## src/rtl/mul_div_unit_pkg.sv

```systemverilog
// Shared definitions for the iterative multiply/divide unit: funct3 codes,
// FSM encoding and the special result constants used by the fast path.
package mul_div_unit_pkg;

   localparam int WIDTH_DEF = 32;

   localparam logic [2:0] OP_MUL  = 3'b000;
   localparam logic [2:0] OP_DIV  = 3'b100;
   localparam logic [2:0] OP_DIVU = 3'b101;
   localparam logic [2:0] OP_REM  = 3'b110;
   localparam logic [2:0] OP_REMU = 3'b111;

   typedef enum logic [1:0] {
      ST_IDLE = 2'b00,
      ST_BUSY = 2'b01,
      ST_DONE = 2'b10
   } mdu_state_e;

   localparam logic [WIDTH_DEF-1:0] ALL_ONES   = {WIDTH_DEF{1'b1}};
   localparam logic [WIDTH_DEF-1:0] SIGNED_MIN = {1'b1, {(WIDTH_DEF-1){1'b0}}};

   // Every funct3 with bit 2 set is a divide/remainder; 000 is MUL; the rest are unused.
   function automatic logic op_is_defined(input logic [2:0] op);
      return (op == OP_MUL) || op[2];
   endfunction

endpackage

```

## src/rtl/mul_div_unit_div.sv

```systemverilog
// Restoring-divide iteration register: one quotient bit per step. The next-step
// values are exported so the owner can capture the final result on the last step.
module mdu_div_core #(
   parameter int WIDTH = 32
) (
   input  logic             clk_i,
   input  logic             rst_i,
   input  logic             load_i,
   input  logic             step_i,
   input  logic [WIDTH-1:0] dividend_i,
   input  logic [WIDTH-1:0] divisor_i,
   output logic [WIDTH-1:0] quot_nxt_o,
   output logic [WIDTH-1:0] rem_nxt_o
);

   logic [WIDTH-1:0] quot_q, quot_d;
   logic [WIDTH-1:0] rem_q, rem_d;
   logic [WIDTH-1:0] dsor_q, dsor_d;
   logic [WIDTH:0]   shifted;
   logic [WIDTH:0]   diff;

   // The dividend shifts out of quot_q from the top while quotient bits enter at the bottom.
   always_comb begin
      shifted = {rem_q, quot_q[WIDTH-1]};
      diff    = shifted - {1'b0, dsor_q};
      if (!diff[WIDTH]) begin
         rem_nxt_o  = diff[WIDTH-1:0];
         quot_nxt_o = {quot_q[WIDTH-2:0], 1'b1};
      end else begin
         rem_nxt_o  = shifted[WIDTH-1:0];
         quot_nxt_o = {quot_q[WIDTH-2:0], 1'b0};
      end
   end

   always_comb begin
      quot_d = quot_q;
      rem_d  = rem_q;
      dsor_d = dsor_q;
      if (load_i) begin
         quot_d = dividend_i;
         rem_d  = '0;
         dsor_d = divisor_i;
      end else if (step_i) begin
         quot_d = quot_nxt_o;
         rem_d  = rem_nxt_o;
      end
   end

   always_ff @(posedge clk_i or negedge rst_i) begin
      if (!rst_i) begin
         quot_q <= '0;
         rem_q  <= '0;
         dsor_q <= '0;
      end else begin
         quot_q <= quot_d;
         rem_q  <= rem_d;
         dsor_q <= dsor_d;
      end
   end

endmodule

```

## src/rtl/mul_div_unit.sv

```systemverilog
// EX-stage iterative MUL/DIV/DIVU/REM/REMU unit. Holds the FSM, iteration counter,
// shift-add multiplier and sign handling; the divide datapath lives in mdu_div_core.
module mul_div_unit
   import mul_div_unit_pkg::*;
#(
   parameter int WIDTH = WIDTH_DEF
) (
   input  logic             clk_i,
   input  logic             rst_i,
   input  logic             start_i,
   input  logic [2:0]       op_i,
   input  logic [WIDTH-1:0] data1_i,
   input  logic [WIDTH-1:0] data2_i,
   input  logic             flush_i,
   output logic             stall_o,
   output logic             valid_o,
   output logic [WIDTH-1:0] data_o,
   output logic [1:0]       state_o
);

   localparam int               CNT_W    = $clog2(WIDTH) + 1;
   localparam logic [CNT_W-1:0] CNT_LOAD = CNT_W'(WIDTH);
   localparam logic [CNT_W-1:0] CNT_LAST = CNT_W'(1);
   localparam logic [WIDTH-1:0] ONES     = {WIDTH{1'b1}};
   localparam logic [WIDTH-1:0] SMIN     = {1'b1, {(WIDTH-1){1'b0}}};

   mdu_state_e         state_q, state_d;
   logic [CNT_W-1:0]   cnt_q, cnt_d;
   logic [2:0]         op_q, op_d;
   logic               neg_quo_q, neg_quo_d;
   logic               neg_rem_q, neg_rem_d;
   logic [2*WIDTH-1:0] acc_q, acc_d;
   logic [2*WIDTH-1:0] mcand_q, mcand_d;
   logic [WIDTH-1:0]   mplier_q, mplier_d;
   logic [WIDTH-1:0]   data_q, data_d;
   logic               valid_q, valid_d;

   logic               accept;
   logic               op_is_div, op_is_rem, op_signed;
   logic               fast_hit;
   logic [WIDTH-1:0]   fast_res;
   logic [WIDTH-1:0]   mag1, mag2;
   logic [2*WIDTH-1:0] acc_nxt;
   logic [WIDTH-1:0]   quot_nxt, rem_nxt;
   logic [WIDTH-1:0]   quo_fix, rem_fix, final_res;
   logic               div_load, div_step;

   // Handshake: an op is taken whenever start_i is high outside BUSY and no flush
   // is pending; stall_o covers that accept cycle and every BUSY cycle, so EX keeps
   // presenting the same instruction until valid_o reports its result.
   assign accept  = start_i && (state_q != ST_BUSY) && !flush_i;
   assign stall_o = (state_q == ST_BUSY) || accept;
   assign valid_o = valid_q;
   assign data_o  = data_q;
   assign state_o = state_q;

   assign op_is_div = op_i[2];
   assign op_is_rem = op_i[1];
   assign op_signed = op_i[2] && !op_i[0];

   assign mag1 = (op_signed && data1_i[WIDTH-1]) ? -data1_i : data1_i;
   assign mag2 = (op_signed && data2_i[WIDTH-1]) ? -data2_i : data2_i;

   // Cases resolved without iterating: unused funct3, divide by zero, signed overflow.
   always_comb begin
      fast_hit = 1'b0;
      fast_res = '0;
      if (!op_is_defined(op_i)) begin
         fast_hit = 1'b1;
      end else if (op_is_div && (data2_i == '0)) begin
         fast_hit = 1'b1;
         fast_res = op_is_rem ? data1_i : ONES;
      end else if (op_signed && (data1_i == SMIN) && (data2_i == ONES)) begin
         fast_hit = 1'b1;
         fast_res = op_is_rem ? '0 : SMIN;
      end
   end

   assign acc_nxt   = acc_q + (mplier_q[0] ? mcand_q : '0);
   assign quo_fix   = neg_quo_q ? -quot_nxt : quot_nxt;
   assign rem_fix   = neg_rem_q ? -rem_nxt : rem_nxt;
   assign final_res = (op_q == OP_MUL) ? acc_nxt[WIDTH-1:0] :
                      op_q[1]          ? rem_fix : quo_fix;

   mdu_div_core #(
      .WIDTH (WIDTH)
   ) u_div_core (
      .clk_i      (clk_i),
      .rst_i      (rst_i),
      .load_i     (div_load),
      .step_i     (div_step),
      .dividend_i (mag1),
      .divisor_i  (mag2),
      .quot_nxt_o (quot_nxt),
      .rem_nxt_o  (rem_nxt)
   );

   always_comb begin
      state_d   = state_q;
      cnt_d     = cnt_q;
      op_d      = op_q;
      neg_quo_d = neg_quo_q;
      neg_rem_d = neg_rem_q;
      acc_d     = acc_q;
      mcand_d   = mcand_q;
      mplier_d  = mplier_q;
      data_d    = data_q;
      valid_d   = 1'b0;
      div_load  = 1'b0;
      div_step  = 1'b0;
      case (state_q)
         ST_IDLE, ST_DONE: begin
            if (accept) begin
               op_d = op_i;
               if (fast_hit) begin
                  state_d = ST_DONE;
                  cnt_d   = '0;
                  data_d  = fast_res;
                  valid_d = 1'b1;
               end else begin
                  state_d   = ST_BUSY;
                  cnt_d     = CNT_LOAD;
                  neg_quo_d = op_signed && (data1_i[WIDTH-1] ^ data2_i[WIDTH-1]);
                  neg_rem_d = op_signed && data1_i[WIDTH-1];
                  if (op_is_div) begin
                     div_load = 1'b1;
                  end else begin
                     acc_d    = '0;
                     mcand_d  = {{WIDTH{1'b0}}, data1_i};
                     mplier_d = data2_i;
                  end
               end
            end else begin
               state_d = ST_IDLE;
            end
         end
         ST_BUSY: begin
            if (flush_i) begin
               state_d = ST_IDLE;
               cnt_d   = '0;
            end else begin
               cnt_d    = cnt_q - 1'b1;
               div_step = op_q[2];
               if (!op_q[2]) begin
                  acc_d    = acc_nxt;
                  mcand_d  = mcand_q << 1;
                  mplier_d = mplier_q >> 1;
               end
               // The last iteration and the sign fix-up share one cycle.
               if (cnt_q == CNT_LAST) begin
                  state_d = ST_DONE;
                  data_d  = final_res;
                  valid_d = 1'b1;
               end
            end
         end
         default: state_d = ST_IDLE;
      endcase
   end

   always_ff @(posedge clk_i or negedge rst_i) begin
      if (!rst_i) begin
         state_q   <= ST_IDLE;
         cnt_q     <= '0;
         op_q      <= '0;
         neg_quo_q <= 1'b0;
         neg_rem_q <= 1'b0;
         acc_q     <= '0;
         mcand_q   <= '0;
         mplier_q  <= '0;
         data_q    <= '0;
         valid_q   <= 1'b0;
      end else begin
         state_q   <= state_d;
         cnt_q     <= cnt_d;
         op_q      <= op_d;
         neg_quo_q <= neg_quo_d;
         neg_rem_q <= neg_rem_d;
         acc_q     <= acc_d;
         mcand_q   <= mcand_d;
         mplier_q  <= mplier_d;
         data_q    <= data_d;
         valid_q   <= valid_d;
      end
   end

endmodule

```

## config.mk

```make
export PLATFORM = sky130hd
export DESIGN_NAME = mul_div_unit
export DESIGN_NICKNAME = d
export VERILOG_FILES = /design/src/rtl/mul_div_unit_pkg.sv /design/src/rtl/mul_div_unit_div.sv /design/src/rtl/mul_div_unit.sv
export SDC_FILE = /design/constraint.sdc
export NUM_CORES = 1
export LEC_CHECK = 0
export CAP_MARGIN = 0
export CORE_ASPECT_RATIO = 1.2
export CORE_MARGIN = 2
export CORE_UTILIZATION = 40
export DETAILED_ROUTE_END_ITERATION = 7
export SKIP_LAST_GASP = 1
export SYNTH_ARGS = -nofsm -noshare
export SYNTH_HDL_FRONTEND = slang
export SYNTH_SLANG_ARGS = --single-unit
```

## constraint.sdc

```tcl
create_clock -name clk_i -period 12.1 [get_ports clk_i]
set_clock_uncertainty 0.05 [all_clocks]
set_input_delay 1.815 -clock clk_i [delete_from_list [all_inputs] [get_ports clk_i]]
set_output_delay 1.815 -clock clk_i [all_outputs]
set_load 0.05 [all_outputs]
```

==> results.py, run 1 <==
metrics = {
    "outcome": {
        "status": "completed",
    },
    "setup_path": {
        "worst-setup-path-type": "flip-flop to flip-flop",
        "crit_path_start_kind": "flip-flop",
        "worstSetupEndpointType": "flip-flop",
        "worst-r2r-setup-slack_ns": 5.58,
        "crit_fanout": 37,
        "critPathArrivalTime_ns": 6.98,
        "required_ns": 12.56,
    },
    "sta": {
        "finalSetupViolCount": 0,
        "worstMarginPinSlew_ns": 1.13,
        "grt_setup_unrepaired": "no",
        "period_share_pct": 53.9,
        "report.final.slew_viol_count": 0,
        "finalCriticalPeriod_ns": 6.52,
        "clock.fmax_mhz": 153,
        "setup_tns_ns": 0,
        "maxSlewHeadroom_pct": 24.2,
        "hold_viol": 0,
    },
    "global_routing": {
        "grt_usage_pct": 27.7,
        "antenna_found_initial": 0,
        "grt_max_degree": 81,
        "grt_pass1_wl_mm": 100,
        "overflow": 0,
        "grt_pass1_vias": 17100,
    },
    "layout": {
        "final_cell_mix": "248 x o21ai_0, 242 x nand2_1, 238 x dfrtp_1",
        "diodes": 0,
        "layout-drive-gt1-share_pct": 5.36,
        "mostFrequentLayoutCell": "o21ai_0",
        "fillCellCount": 4414,
        "areaGrowthSynthToFinish_pct": 13.6,
        "nets": 2380,
        "final_cells": 2822,
        "stdcell_area_um2": 20500,
    },
    "placed_design": {
        "place_inst": 2771,
        "post_dp_cell_area_um2": 19500,
        "hpwlAfterDp_mm": 49.6,
        "place_congestion": 0.959,
        "io_buffers": 106,
    },
    "floorplanning": {
        "die_w_um": 198,
        "die_area_um2": 46800,
        "rows": 85,
        "core_area_um2": 44700,
        "pin_count": 107,
        "start_util_pct": 40.3,
        "die_height_um": 236,
    },
    "yosys": {
        "ys.warnings.count": 0,
        "synth_top_area_cell": "dfrtp_1",
        "synth_edf_count": 0,
        "synth_top_area_share_pct": 33.1,
        "synthDistinctLibCells": 95,
        "synth_ff_type": "dfrtp_1",
        "async_reset_ff_share_pct": 100,
        "netlist_area_um2": 18000,
        "synth_fp_nets": 2336,
        "ys_seq_area_share_pct": 33.1,
        "syn_avg_cell_area_um2": 8.21,
        "synth-seq-cells": 238,
        "synthCells": 2193,
        "yosys-top-cells-area": "dfrtp_1 33%, o21ai_0 6.9%, nand2_1 5.1%",
    },
    "power": {
        "peakVddDrop_mv": 0.164,
        "power.density_nw_per_um2": 180,
        "power_leakage_uw": 0.00861,
    },
    "clocking": {
        "clk_latency_ns": 0.58,
        "htree_num_levels": 1,
        "cts_inserted_buffers": 29,
        "cts-root-buf": "clkbuf_16",
        "clkSinkCount": 238,
        "cts_buffer_depth": 3,
        "cts_resized": 0,
        "path_clk_slew_ns": 0.06,
        "hold_buffers": 0,
        "cts_tree": "built",
        "cts_setup_buffers": 0,
    },
    "route": {
        "wl_per_cell_um": 23.0,
        "vias": 17300,
        "antenna_left": 0,
        "first_iter_violations": 1198,
        "drc": 0,
        "drt-vias-per-instance": 6.13,
        "wirelength_mm": 65.0,
        "drt_first_pass_iters": 5,
    },
    "flow_run": {
        "drv_cap": 0,
    },
    "worst_hold_path": {
        "min_path_type": "flip-flop to flip-flop",
    },
}
==> kinds of logic after synthesis <==
group,share of synthesized area [%]
AO/OA/AOI/OAI,26.4
AND/OR/NAND/NOR,19.1
flip-flops,33.1
buffers and inverters,4.35
XOR/XNOR,7.39
multiplexers,4.56
adder cells (fa/ha/maj),5.08
==> state kept, by name, indices dropped and copies added, names as in the netlist <==
register and flops:
u_div_core.quot_q 32, u_div_core.rem_q 32, data_o 32, neg_quo_q 1, op_q 3, valid_o 1
acc_q 32, mcand_q 32, u_div_core.dsor_q 32, state_o 2, mplier_q 32, cnt_q 6
neg_rem_q 1
==> through the flow <==
| stage | utilization [%] | setup WS (ns) | power, µW | hold WS (ns) |
|---|---|---|---|---|
| final | 45.8 | 5.58 | 3690 | 0.429 |
| after floorplan | - | 6.77 | 2270 | 0.400 |
| after global placement | 43.7 | 5.36 | 2770 | 0.411 |
| after CTS | 45.8 | 5.69 | 3700 | 0.435 |
| after detailed placement | 43.7 | 5.27 | 2800 | 0.421 |
| after global routing | 45.8 | 5.24 | 3920 | 0.469 |
==> critical path, cell delays in order, from the launching register on <==
cell	delay [ns]
dfrtp_1	0.34
inv_1	0.12
ha_1	0.46
nand2_1	0.18
nor4_1	0.63
a32oi_4	0.25
a21oi_4	0.27
nor3_4	0.05
buf_4	0.23
nor2_8	0.58
inv_4	0.31
mux2i_1	0.32
ha_1	0.26
nand2_1	0.08
nor3_1	0.43
o2111ai_1	0.19
nor3_1	0.24
nor2_1	0.12
or3_1	0.41
or4_1	0.53
a21oi_1	0.16
o32a_1	0.17
==> cell usage after synthesis, types with 12 or more instances <==
library cell  count
and2_1           38
nor2_1          178
inv_1            72
a211oi_1         22
o21ai_0         248
a221o_1          29
nand3_1          58
a22o_1           28
or3_1            20
and3_1           12
nand2_1         243
a31oi_1          22
buf_2            20
nand4_1          17
dfrtp_1         238
a21o_1           34
o31ai_1          29
ha_1             70
nor4_1           24
xnor2_1          86
clkbuf_1         92
or4_1            12
a21oi_1         152
nor3_1           47
o21a_1           19
xor2_1           66
nand2b_1         16
o211ai_1         22
mux2i_1          72
==> layout make-up <==
cell class,count,area (µm²),share of cell area (%)
multi-input cells,1759,11300,55.2
flip-flops and latches,238,5960,29.1
repair buffers,135,1280,6.27
clock buffers,42,835,4.08
well taps,565,707,3.45
inverters,74,280,1.37
clock inverters,9,103,0.501
==> report_power, final <==
group	internal (µW)	leakage (µW)	switching (µW)
clock	517	0.000465	366
combinational	571	0.00509	974
sequential	1040	0.00306	223
==> final timing paths <==
kind,from,to,cells past startpoint
worst min register to register,mplier_q[18],mplier_q[18],2
min in group asynchronous,rst_i,mcand_q[20],1
max in group asynchronous,rst_i,u_div_core.dsor_q[10],3
worst max register to register,u_div_core.dsor_q[15],data_o[26],21
worst max-delay path,u_div_core.dsor_q[15],data_o[26],21
worst min-delay path,mplier_q[18],mplier_q[18],2
==> metal layers <==
metal  global-route usage [%]  routed length [µm]  share of wire [%]  vias to the layer above
met4                     12.6                3190                4.9                        0
met3                     2.54                3300                5.1                      149
li1                         -                   -                  -                     8107
met2                     47.2               31600                 49                      615
met1                     35.4               26900                 41                     8421
met5                        0                   0                  0                        -
Note: power is estimated with default switching activity, not from simulation.
==> run 2, diff against run 1 <==
Clock period 12.1 ns to 6.3 ns, I/O delays scaled along.
==> run 2 against run 1 <==
Via count is essentially flat. Clock power is 100% higher. Fmax up 13%. Count of clock-buffer cells in the layout decreased by 2. Cell area increased by 0.67%. Utilization increased by 0.31 points. First-iteration DRC count increased by 15%. Final cell count increased by 0.28%. Largest power group unchanged. Flip-flop and latch count did not move. Power grew 94%. Worst hold slack lost 0.071 ns. Global-route usage is 0.63 points higher.
==> results.py, run 2 (synthesized netlist as in run 1, its figures left out) <==
metrics = {
    "setup_path": {
        "crit_buf_inv": 2,
        "crit_slowest_cell": "nor4_1",
        "worstReg2RegEnd": "data_o[28]",
        "crit_path_start_kind": "flip-flop",
        "critPathArrivalTime_ns": 6.17,
        "slowest_delay_ns": 0.57,
        "required_ns": 6.72,
        "r2r_start": "u_div_core.rem_q[17]",
        "worst-setup-path-type": "flip-flop to flip-flop",
        "crit_chain": "ha_1, nand4_1, or3_1, or4_4, a21oi_4, o21a_1, nor2_8, inv_4, mux2i_1, ha_1, nand2_1, nor3_1, nand3_1, nor4_1, o22ai_1, nor4_1, buf_4, o311a_1, a21oi_1, a211o_1",
        "reg2reg_depth": 20,
        "worstSetupEndpointType": "flip-flop",
        "worst-r2r-setup-slack_ns": 0.55,
        "crit_fanout": 30,
        "crit_family": "simple AND/OR/NAND/NOR gates",
    },
    "power": {
        "peakVddDrop_mv": 0.220,
        "pwr-share-comb_pct": 41.6,
        "sw_frac_of_total_pct": 41.8,
        "power_leakage_uw": 0.00868,
        "p_clk_share_pct": 24.8,
        "pwr-share-seq_pct": 33.6,
        "p_switching_uw": 2990,
        "p_int_uw": 4160,
        "power.density_nw_per_um2": 347,
    },
    "route": {
        "vias": 17300,
        "first_iter_violations": 1372,
        "drt-vias-per-instance": 6.11,
        "antenna_left": 0,
        "drc": 0,
        "drt_first_pass_iters": 5,
        "wirelength_mm": 66.3,
        "wl_per_cell_um": 23.4,
    },
    "floorplanning": {
        "start_util_pct": 40.3,
        "rows": 85,
        "die_height_um": 236,
        "die_area_um2": 46800,
        "pin_count": 107,
        "die_w_um": 198,
        "core_area_um2": 44700,
    },
    "layout": {
        "areaGrowthSynthToFinish_pct": 14.4,
        "layout-drive-gt1-share_pct": 5.74,
        "mostFrequentLayoutCell": "o21ai_0",
        "fillCellCount": 4515,
        "utilization_pct": 46.1,
        "nets": 2387,
        "diodes": 0,
        "final_cell_mix": "248 x o21ai_0, 242 x nand2_1, 238 x dfrtp_1",
        "final_cells": 2830,
        "stdcell_area_um2": 20600,
    },
    "clocking": {
        "cts_resized": 0,
        "cts-root-buf": "clkbuf_16",
        "cts_inserted_buffers": 29,
        "cts_buffer_depth": 3,
        "clkSinkCount": 238,
        "htree_num_levels": 1,
        "cts_setup_buffers": 0,
        "hold_buffers": 0,
        "path_clk_slew_ns": 0.07,
        "cts_tree": "built",
        "clk_latency_ns": 0.58,
    },
    "sta": {
        "clock.fmax_mhz": 174,
        "period_share_pct": 91.3,
        "hold_viol": 0,
        "holdWs_ns": 0.358,
        "finalSetupViolCount": 0,
        "maxSlewHeadroom_pct": 24.3,
        "finalCriticalPeriod_ns": 5.75,
        "setup_tns_ns": 0,
        "worstMarginPinSlew_ns": 1.13,
        "report.final.slew_viol_count": 0,
        "grt_setup_unrepaired": "no",
    },
    "global_routing": {
        "grt_pass1_vias": 16900,
        "grt_pass1_wl_mm": 102,
        "overflow": 0,
        "antenna_found_initial": 0,
        "grt_max_degree": 121,
        "grt_usage_pct": 28.3,
    },
    "outcome": {
        "status": "completed",
    },
    "placed_design": {
        "place_inst": 2778,
        "io_buffers": 106,
        "place_congestion": 0.936,
        "hpwlAfterDp_mm": 49.8,
        "post_dp_cell_area_um2": 19600,
    },
    "flow_run": {
        "drv_cap": 0,
    },
    "worst_hold_path": {
        "min_path_type": "primary input to asynchronous set/reset pin",
    },
}
==> run 2: worst max-delay path by stage <==
stage / depth (start not counted) / endpoint / start / slack (ns)
2_1_floorplan: 27 / data_o[26] / u_div_core.quot_q[31] / 0.97
3_3_place_gp: 23 / data_o[28] / u_div_core.quot_q[31] / 0.78
3_5_place_dp: 23 / data_o[28] / u_div_core.quot_q[31] / 0.65
4_1_cts: 23 / data_o[28] / u_div_core.quot_q[31] / 0.65
5_1_grt: 22 / data_o[26] / u_div_core.quot_q[31] / 0.23
6_report: 20 / data_o[28] / u_div_core.rem_q[17] / 0.55
==> run 2: metal layers <==
| metal | share of wire, % | track usage [%] | vias up | wire length [µm] |
|---|---|---|---|---|
| li1 | - | - | 8119 | - |
| met1 | 41 | 35.9 | 8417 | 27500 |
| met2 | 48 | 48.6 | 602 | 32100 |
| met3 | 5.2 | 3.08 | 142 | 3470 |
| met4 | 4.8 | 12.3 | 0 | 3180 |
| met5 | 0 | 0 | - | 0 |
==> run 2: area by class of cell <==
class / count / area (µm²) / share of cell area, %
multi-input cells: 1759 / 11300 / 54.9
flip-flops and latches: 238 / 5960 / 28.9
repair buffers: 142 / 1370 / 6.67
clock buffers: 40 / 817 / 3.97
well taps: 565 / 707 / 3.43
inverters: 74 / 280 / 1.36
clock inverters: 12 / 166 / 0.808
==> run 2: per-stage QoR <==
step / worst slack, ns / power, µW
finish: 0.549 / 7160
global route: 0.232 / 7590
CTS: 0.653 / 7170
detailed placement: 0.652 / 5360
global placement: 0.785 / 5320
floorplan: 0.973 / 4360
==> run 2: power groups by stage <==
stage / clock network (µW) / logic (µW) / registers (µW)
finish: 1780 / 2980 / 2400
global route: 1870 / 3260 / 2460
CTS: 1810 / 2960 / 2400
detailed placement: 0 / 2950 / 2420
global placement: 0 / 2910 / 2410
floorplan: 0 / 1820 / 2530
